### src/rtl/mem_arbiter.sv
// ---------------------------------------------------------------------------
// mem_arbiter
//
// Shares a single memory request/response port between an instruction-fetch
// requester (IF, read-only) and a load/store requester (LS). Only one
// transaction is in flight at a time. The controller walks through three
// states: IDLE (grant), REQ (present the request to memory) and RESP (wait for
// the memory response and forward it to the owner).
//
// Arbitration:
//   default            : fixed priority, LS beats IF
//   ARB_ROUND_ROBIN_EN : on a simultaneous request, the grant goes to the
//                        requester that was not granted last
//
// Ports:
//   clk, rst_n                   clock, synchronous active-low reset
//   if_req_valid_i/_ready_o      fetch request handshake
//   if_req_addr_i                fetch address
//   if_resp_valid_o/_data_o      fetch response (single-cycle pulse)
//   ls_req_valid_i/_ready_o      load/store request handshake
//   ls_req_addr_i/_we_i/_wdata_i/_wmask_i  load/store request fields
//   ls_resp_valid_o/_data_o      load/store response / store acknowledge
//   mem_req_valid_o/_ready_i     memory request handshake
//   mem_req_addr_o/_we_o/_wdata_o/_wmask_o memory request fields
//   mem_resp_valid_i/_data_i     memory response
// ---------------------------------------------------------------------------
module mem_arbiter #(
    parameter int ADDR_W = 64,
    parameter int DATA_W = 64
) (
    input  logic                clk,
    input  logic                rst_n,

    input  logic                if_req_valid_i,
    output logic                if_req_ready_o,
    input  logic [ADDR_W-1:0]   if_req_addr_i,
    output logic                if_resp_valid_o,
    output logic [DATA_W-1:0]   if_resp_data_o,

    input  logic                ls_req_valid_i,
    output logic                ls_req_ready_o,
    input  logic [ADDR_W-1:0]   ls_req_addr_i,
    input  logic                ls_req_we_i,
    input  logic [DATA_W-1:0]   ls_req_wdata_i,
    input  logic [DATA_W/8-1:0] ls_req_wmask_i,
    output logic                ls_resp_valid_o,
    output logic [DATA_W-1:0]   ls_resp_data_o,

    output logic                mem_req_valid_o,
    input  logic                mem_req_ready_i,
    output logic [ADDR_W-1:0]   mem_req_addr_o,
    output logic                mem_req_we_o,
    output logic [DATA_W-1:0]   mem_req_wdata_o,
    output logic [DATA_W/8-1:0] mem_req_wmask_o,
    input  logic                mem_resp_valid_i,
    input  logic [DATA_W-1:0]   mem_resp_data_i
);

    typedef enum logic [1:0] {
        S_IDLE = 2'd0,
        S_REQ  = 2'd1,
        S_RESP = 2'd2
    } state_e;

    typedef enum logic {
        OWN_IF = 1'b0,
        OWN_LS = 1'b1
    } owner_e;

    state_e              state_q, state_d;
    owner_e              owner_q, owner_d;
    logic [ADDR_W-1:0]   addr_q,  addr_d;
    logic                we_q,    we_d;
    logic [DATA_W-1:0]   wdata_q, wdata_d;
    logic [DATA_W/8-1:0] wmask_q, wmask_d;

    logic grant_if, grant_ls;

`ifdef ARB_ROUND_ROBIN_EN
    // Remembers who won the last grant; OWN_IF after reset, so LS wins the
    // first simultaneous request.
    owner_e last_q, last_d;

    always_comb begin
        grant_ls = ls_req_valid_i && (!if_req_valid_i || (last_q == OWN_IF));
        grant_if = if_req_valid_i && !grant_ls;
    end
`else
    always_comb begin
        grant_ls = ls_req_valid_i;
        grant_if = if_req_valid_i && !ls_req_valid_i;
    end
`endif

    // NOTE: every signal driven here gets a default first so no path leaves
    // it unassigned; otherwise synthesis infers a latch.
    always_comb begin
        state_d         = state_q;
        owner_d         = owner_q;
        addr_d          = addr_q;
        we_d            = we_q;
        wdata_d         = wdata_q;
        wmask_d         = wmask_q;
        if_req_ready_o  = 1'b0;
        ls_req_ready_o  = 1'b0;
        mem_req_valid_o = 1'b0;
        if_resp_valid_o = 1'b0;
        ls_resp_valid_o = 1'b0;
`ifdef ARB_ROUND_ROBIN_EN
        last_d          = last_q;
`endif

        unique case (state_q)
            S_IDLE: begin
                if (grant_ls) begin
                    ls_req_ready_o = 1'b1;
                    owner_d        = OWN_LS;
                    addr_d         = ls_req_addr_i;
                    we_d           = ls_req_we_i;
                    wdata_d        = ls_req_wdata_i;
                    wmask_d        = ls_req_wmask_i;
                    state_d        = S_REQ;
                end else if (grant_if) begin
                    // Fetches are reads: never let stale store fields leak out.
                    if_req_ready_o = 1'b1;
                    owner_d        = OWN_IF;
                    addr_d         = if_req_addr_i;
                    we_d           = 1'b0;
                    wdata_d        = '0;
                    wmask_d        = '0;
                    state_d        = S_REQ;
                end
`ifdef ARB_ROUND_ROBIN_EN
                if (grant_ls || grant_if) begin
                    last_d = grant_ls ? OWN_LS : OWN_IF;
                end
`endif
            end
            S_REQ: begin
                mem_req_valid_o = 1'b1;
                if (mem_req_ready_i) begin
                    state_d = S_RESP;
                end
            end
            S_RESP: begin
                if (mem_resp_valid_i) begin
                    if_resp_valid_o = (owner_q == OWN_IF);
                    ls_resp_valid_o = (owner_q == OWN_LS);
                    state_d         = S_IDLE;
                end
            end
            default: state_d = S_IDLE;
        endcase
    end

    // Memory request fields come only from the holding registers, so the
    // requesters are free to change their inputs after the grant cycle.
    assign mem_req_addr_o  = addr_q;
    assign mem_req_we_o    = we_q;
    assign mem_req_wdata_o = wdata_q;
    assign mem_req_wmask_o = wmask_q;
    assign if_resp_data_o  = mem_resp_data_i;
    assign ls_resp_data_o  = mem_resp_data_i;

    // NOTE: state uses non-blocking assignments so every register samples the
    // pre-edge values. The holding registers are reset too (they are small and
    // drive the memory port directly), unlike a RAM array which would not be.
    always_ff @(posedge clk) begin
        if (!rst_n) begin
            state_q <= S_IDLE;
            owner_q <= OWN_IF;
            addr_q  <= '0;
            we_q    <= 1'b0;
            wdata_q <= '0;
            wmask_q <= '0;
`ifdef ARB_ROUND_ROBIN_EN
            last_q  <= OWN_IF;
`endif
        end else begin
            state_q <= state_d;
            owner_q <= owner_d;
            addr_q  <= addr_d;
            we_q    <= we_d;
            wdata_q <= wdata_d;
            wmask_q <= wmask_d;
`ifdef ARB_ROUND_ROBIN_EN
            last_q  <= last_d;
`endif
        end
    end

endmodule

### config.mk
export PLATFORM = sky130hd
export DESIGN_NAME = mem_arbiter
export DESIGN_NICKNAME = d
export VERILOG_FILES = /design/src/rtl/mem_arbiter.sv
export SDC_FILE = /design/constraint.sdc
export NUM_CORES = 1
export LEC_CHECK = 0
export ABC_AREA = 1
export BUFFER_PORTS_ARGS = -buffer_cell sky130_fd_sc_hd__buf_4
export CAP_MARGIN = 20
export CORE_AREA = 2 2 208 210
export DETAILED_ROUTE_END_ITERATION = 10
export DIE_AREA = 0 0 210 212
export GPL_ROUTABILITY_DRIVEN = 0
export PLACE_DENSITY_LB_ADDON = 0.2
export SLEW_MARGIN = 40
export SYNTH_ARGS = -nofsm -noshare
export SYNTH_HDL_FRONTEND = slang
export SYNTH_SLANG_ARGS = --single-unit
### constraint.sdc
create_clock -name clk -period 3.2 [get_ports clk]
set_clock_uncertainty 0.05 [all_clocks]
set_input_delay 0.32 -clock clk [delete_from_list [all_inputs] [get_ports clk]]
set_output_delay 0.32 -clock clk [all_outputs]
set_load 0.1 [all_outputs]
==> summary.md <==
| Metric | Value |
|---|---|
| R2R setup slack | 0.93 ns |
| RSZ-0062 raised after global routing | no |
| Worst Path Arrival | 1.92 ns |
| PwrDens | 699 nW/µm² |
| Crit end category | output pin |
| Clk sinks | 140 |
| Vias post-DR | 6,992 |
| Overflow left after global routing | 0 |
| Critical Path RT | 2.83 ns |
| Final instance count without filler cells | 1,840 |
| DRC | 0 |
| Hold Path Class | input pin to register |
| Tot GR Track Use | 0.119 |
| Share of cells above drive strength 1 | 0.306 |
| Total Neg Setup Slack | 0 ns |
| R2r endpoint | mem_req_addr_o[29] |
| Drt pass-1 iters | 4 |
| Largest net degree at the start of global routing | 90 |
| Fin nets | 1,552 |
| Die area | 44,500 µm² |
| Worst R2R Path Depth | 6 |
| Core ar. | 42,500 µm² |
| Cells on Worst Hold Path | 3 |
| Setup violators final | 0 |
| Hold path endpoint | mem_req_wmask_o[7] |
| Final HPWL DP | 19,700 µm |
| CP max FO | 22 |
| H-tree depth | 4 |
| Met1 WL | 10,400 µm |
| Status | completed |
| Root Buffer | clkbuf_16 |
| Worst setup SP type | register |
| IO buf count | 348 |
| Count of cell types in the netlist | 16 |
| Peak VDD IR | 0.000325 V |
| Highest clock rate | 0.436 GHz |
| Leakage power | 0.00495 µW |
| Worst slew pin tran | 0.793 ns |
| Fill count | 4,898 |
| Commonest non-fill, non-tap cell in the layout | nand2_1 |
| Vias in the first global route | 6,747 |
| Row count | 76 |
| Setup CP Type | register to output pin |
| TritonCTS clock tree | yes |
| Synth top area cells | dfxtp_1, nand2_1, buf_4, nor2_1, nand3_1 |
| Initial Util | 0.169 |
| Crit share post-route | 0.717 |
| Top sig layer | met5 |
| Final antenna-violating net count | 0 |
| Area leader, netlist | dfxtp_1 |
| Slew Viols, Final | 0 |
| Most frequent cells in the layout | nand2_1, buf_4, dfxtp_1 |
| Final min period | 2.29 ns |
| Top Ports | 541 |
| Max-Cap Viols | 0 |
| Skew-Pair Late Insertion Delay | 0.44 ns |
| 1st-iter DRT viols | 203 |
| Wire length on met3 | 2840 µm |
| Hold Crit Start | ls_req_wmask_i[7] |
| Synthesis Warnings | 0 |
| Layout area overhead | 37.0% |
| Final core utilization | 0.231 |
| Register area share after synthesis | 0.391 |
| Maximum clock path buffer count | 2 |
| Final hold viol count | 0 |
| Top cell type's share of synthesized area | 0.391 |
| Vias per cell | 3.80 |
| Initial antenna violation count | 1 |
| # diodes | 0 |
| Mapped Cells | 1,098 |
| Die H | 212 µm |
| CTS Hold Bufs | 0 |
| CTS Buf Count | 17 |
| Synth Net Count | 1,369 |
| DR WL/cell | 14.8 µm |
| Placed insts | 1,808 |
| Synth Area per Inst | 6.54 µm² |
| Mapped cell area | 7180 µm² |
| Met2 routed WL | 13,100 µm |
| First-pass GRT wire length | 39,800 µm |
| Worst-path clk slew | 0.07 ns |
| R2R Path Start | state_q[1] |
| WL final | 27,300 µm |
| CTS resizes | 0 |
| Yosys reg bits | 140 |
| Rel. slew slack | 0.471 |
| Setup Fix Bufs, Post-CTS | 0 |
| Width of the die | 210 µm |
## worst max-delay path, cell delays in order (launching register included)
cell and delay (ns):
dfxtp_1 0.37, nor2_4 0.54, nand2_1 0.18, inv_1 0.10
buf_4 0.29
## area by class of cell
cell class	count	area (µm²)	share of cell area
sequential	140	2800	0.285
timing repair buffer	360	2720	0.277
multi-input combinational	689	2810	0.286
clock inverter	12	87.6	0.00891
clock buffer	20	457	0.0464
inverter	73	274	0.0279
tap	546	683	0.0695
## power breakdown
part           leakage [µW]  internal (µW)  switching [µW]
clock              0.000267           1040             862
sequential          0.00115           1950             113
combinational       0.00353            666            2240
## cells by family (layout without fill, tap and decap cells)
| kind of cell | Yosys count | after routing | synth area share |
|---|---|---|---|
| AND/OR/NAND/NOR | 614 | 614 | 0.336 |
| AO/OA/AOI/OAI | 75 | 75 | 0.0523 |
| buffers and inverters | 269 | 465 | 0.221 |
| flip-flops | 140 | 140 | 0.391 |
## worst max path at each step
stage	start	to	depth (start not counted)
finish	state_q[1]	ls_req_ready_o	4
global route	state_q[1]	mem_req_addr_o[22]	6
detailed placement	state_q[1]	mem_req_addr_o[8]	6
floorplan	state_q[1]	if_resp_valid_o	2
CTS	state_q[1]	ls_req_ready_o	4
global placement	state_q[1]	mem_req_addr_o[55]	6
## through the flow
stage | power, µW | setup slack, ns | hold slack, ns | instance area (µm²)
2_1_floorplan | 5060 | 0.290 | 0.403 | 7180
3_3_place_gp | 5030 | 0.987 | 0.399 | 9280
3_5_place_dp | 5050 | 0.933 | 0.404 | 9280
4_1_cts | 7030 | 0.826 | 0.0743 | 9830
5_1_grt | 7260 | 0.713 | 0.0724 | 9830
6_report | 6870 | 0.905 | 0.104 | 9830
## cells in the mapped netlist
| cell type | n |
|---|---|
| dfxtp_1 | 140 |
| nand2_1 | 402 |
| nor4_1 | 1 |
| inv_1 | 72 |
| buf_4 | 139 |
| nand3_1 | 76 |
| buf_1 | 3 |
| buf_6 | 1 |
| nor3_1 | 1 |
| nor2_4 | 1 |
| nand2_2 | 1 |
| nor2_1 | 132 |
| buf_2 | 37 |
| clkbuf_1 | 16 |
| a21oi_1 | 75 |
| inv_2 | 1 |
## registers in the layout, indices dropped and copies added, names as in the netlist
register and cells:
mem_req_addr_o 64, mem_req_wdata_o 64, mem_req_wmask_o 8, state_q 2
mem_req_we_o 1, owner_q 1
## metal layers
layer,vias up,GRT usage
li1,3566,-
met1,3060,0.121
met2,317,0.204
met3,47,0.0600
met4,2,0.0536
met5,-,0.00222
No activity file was read; power rests on OpenSTA's default activity.
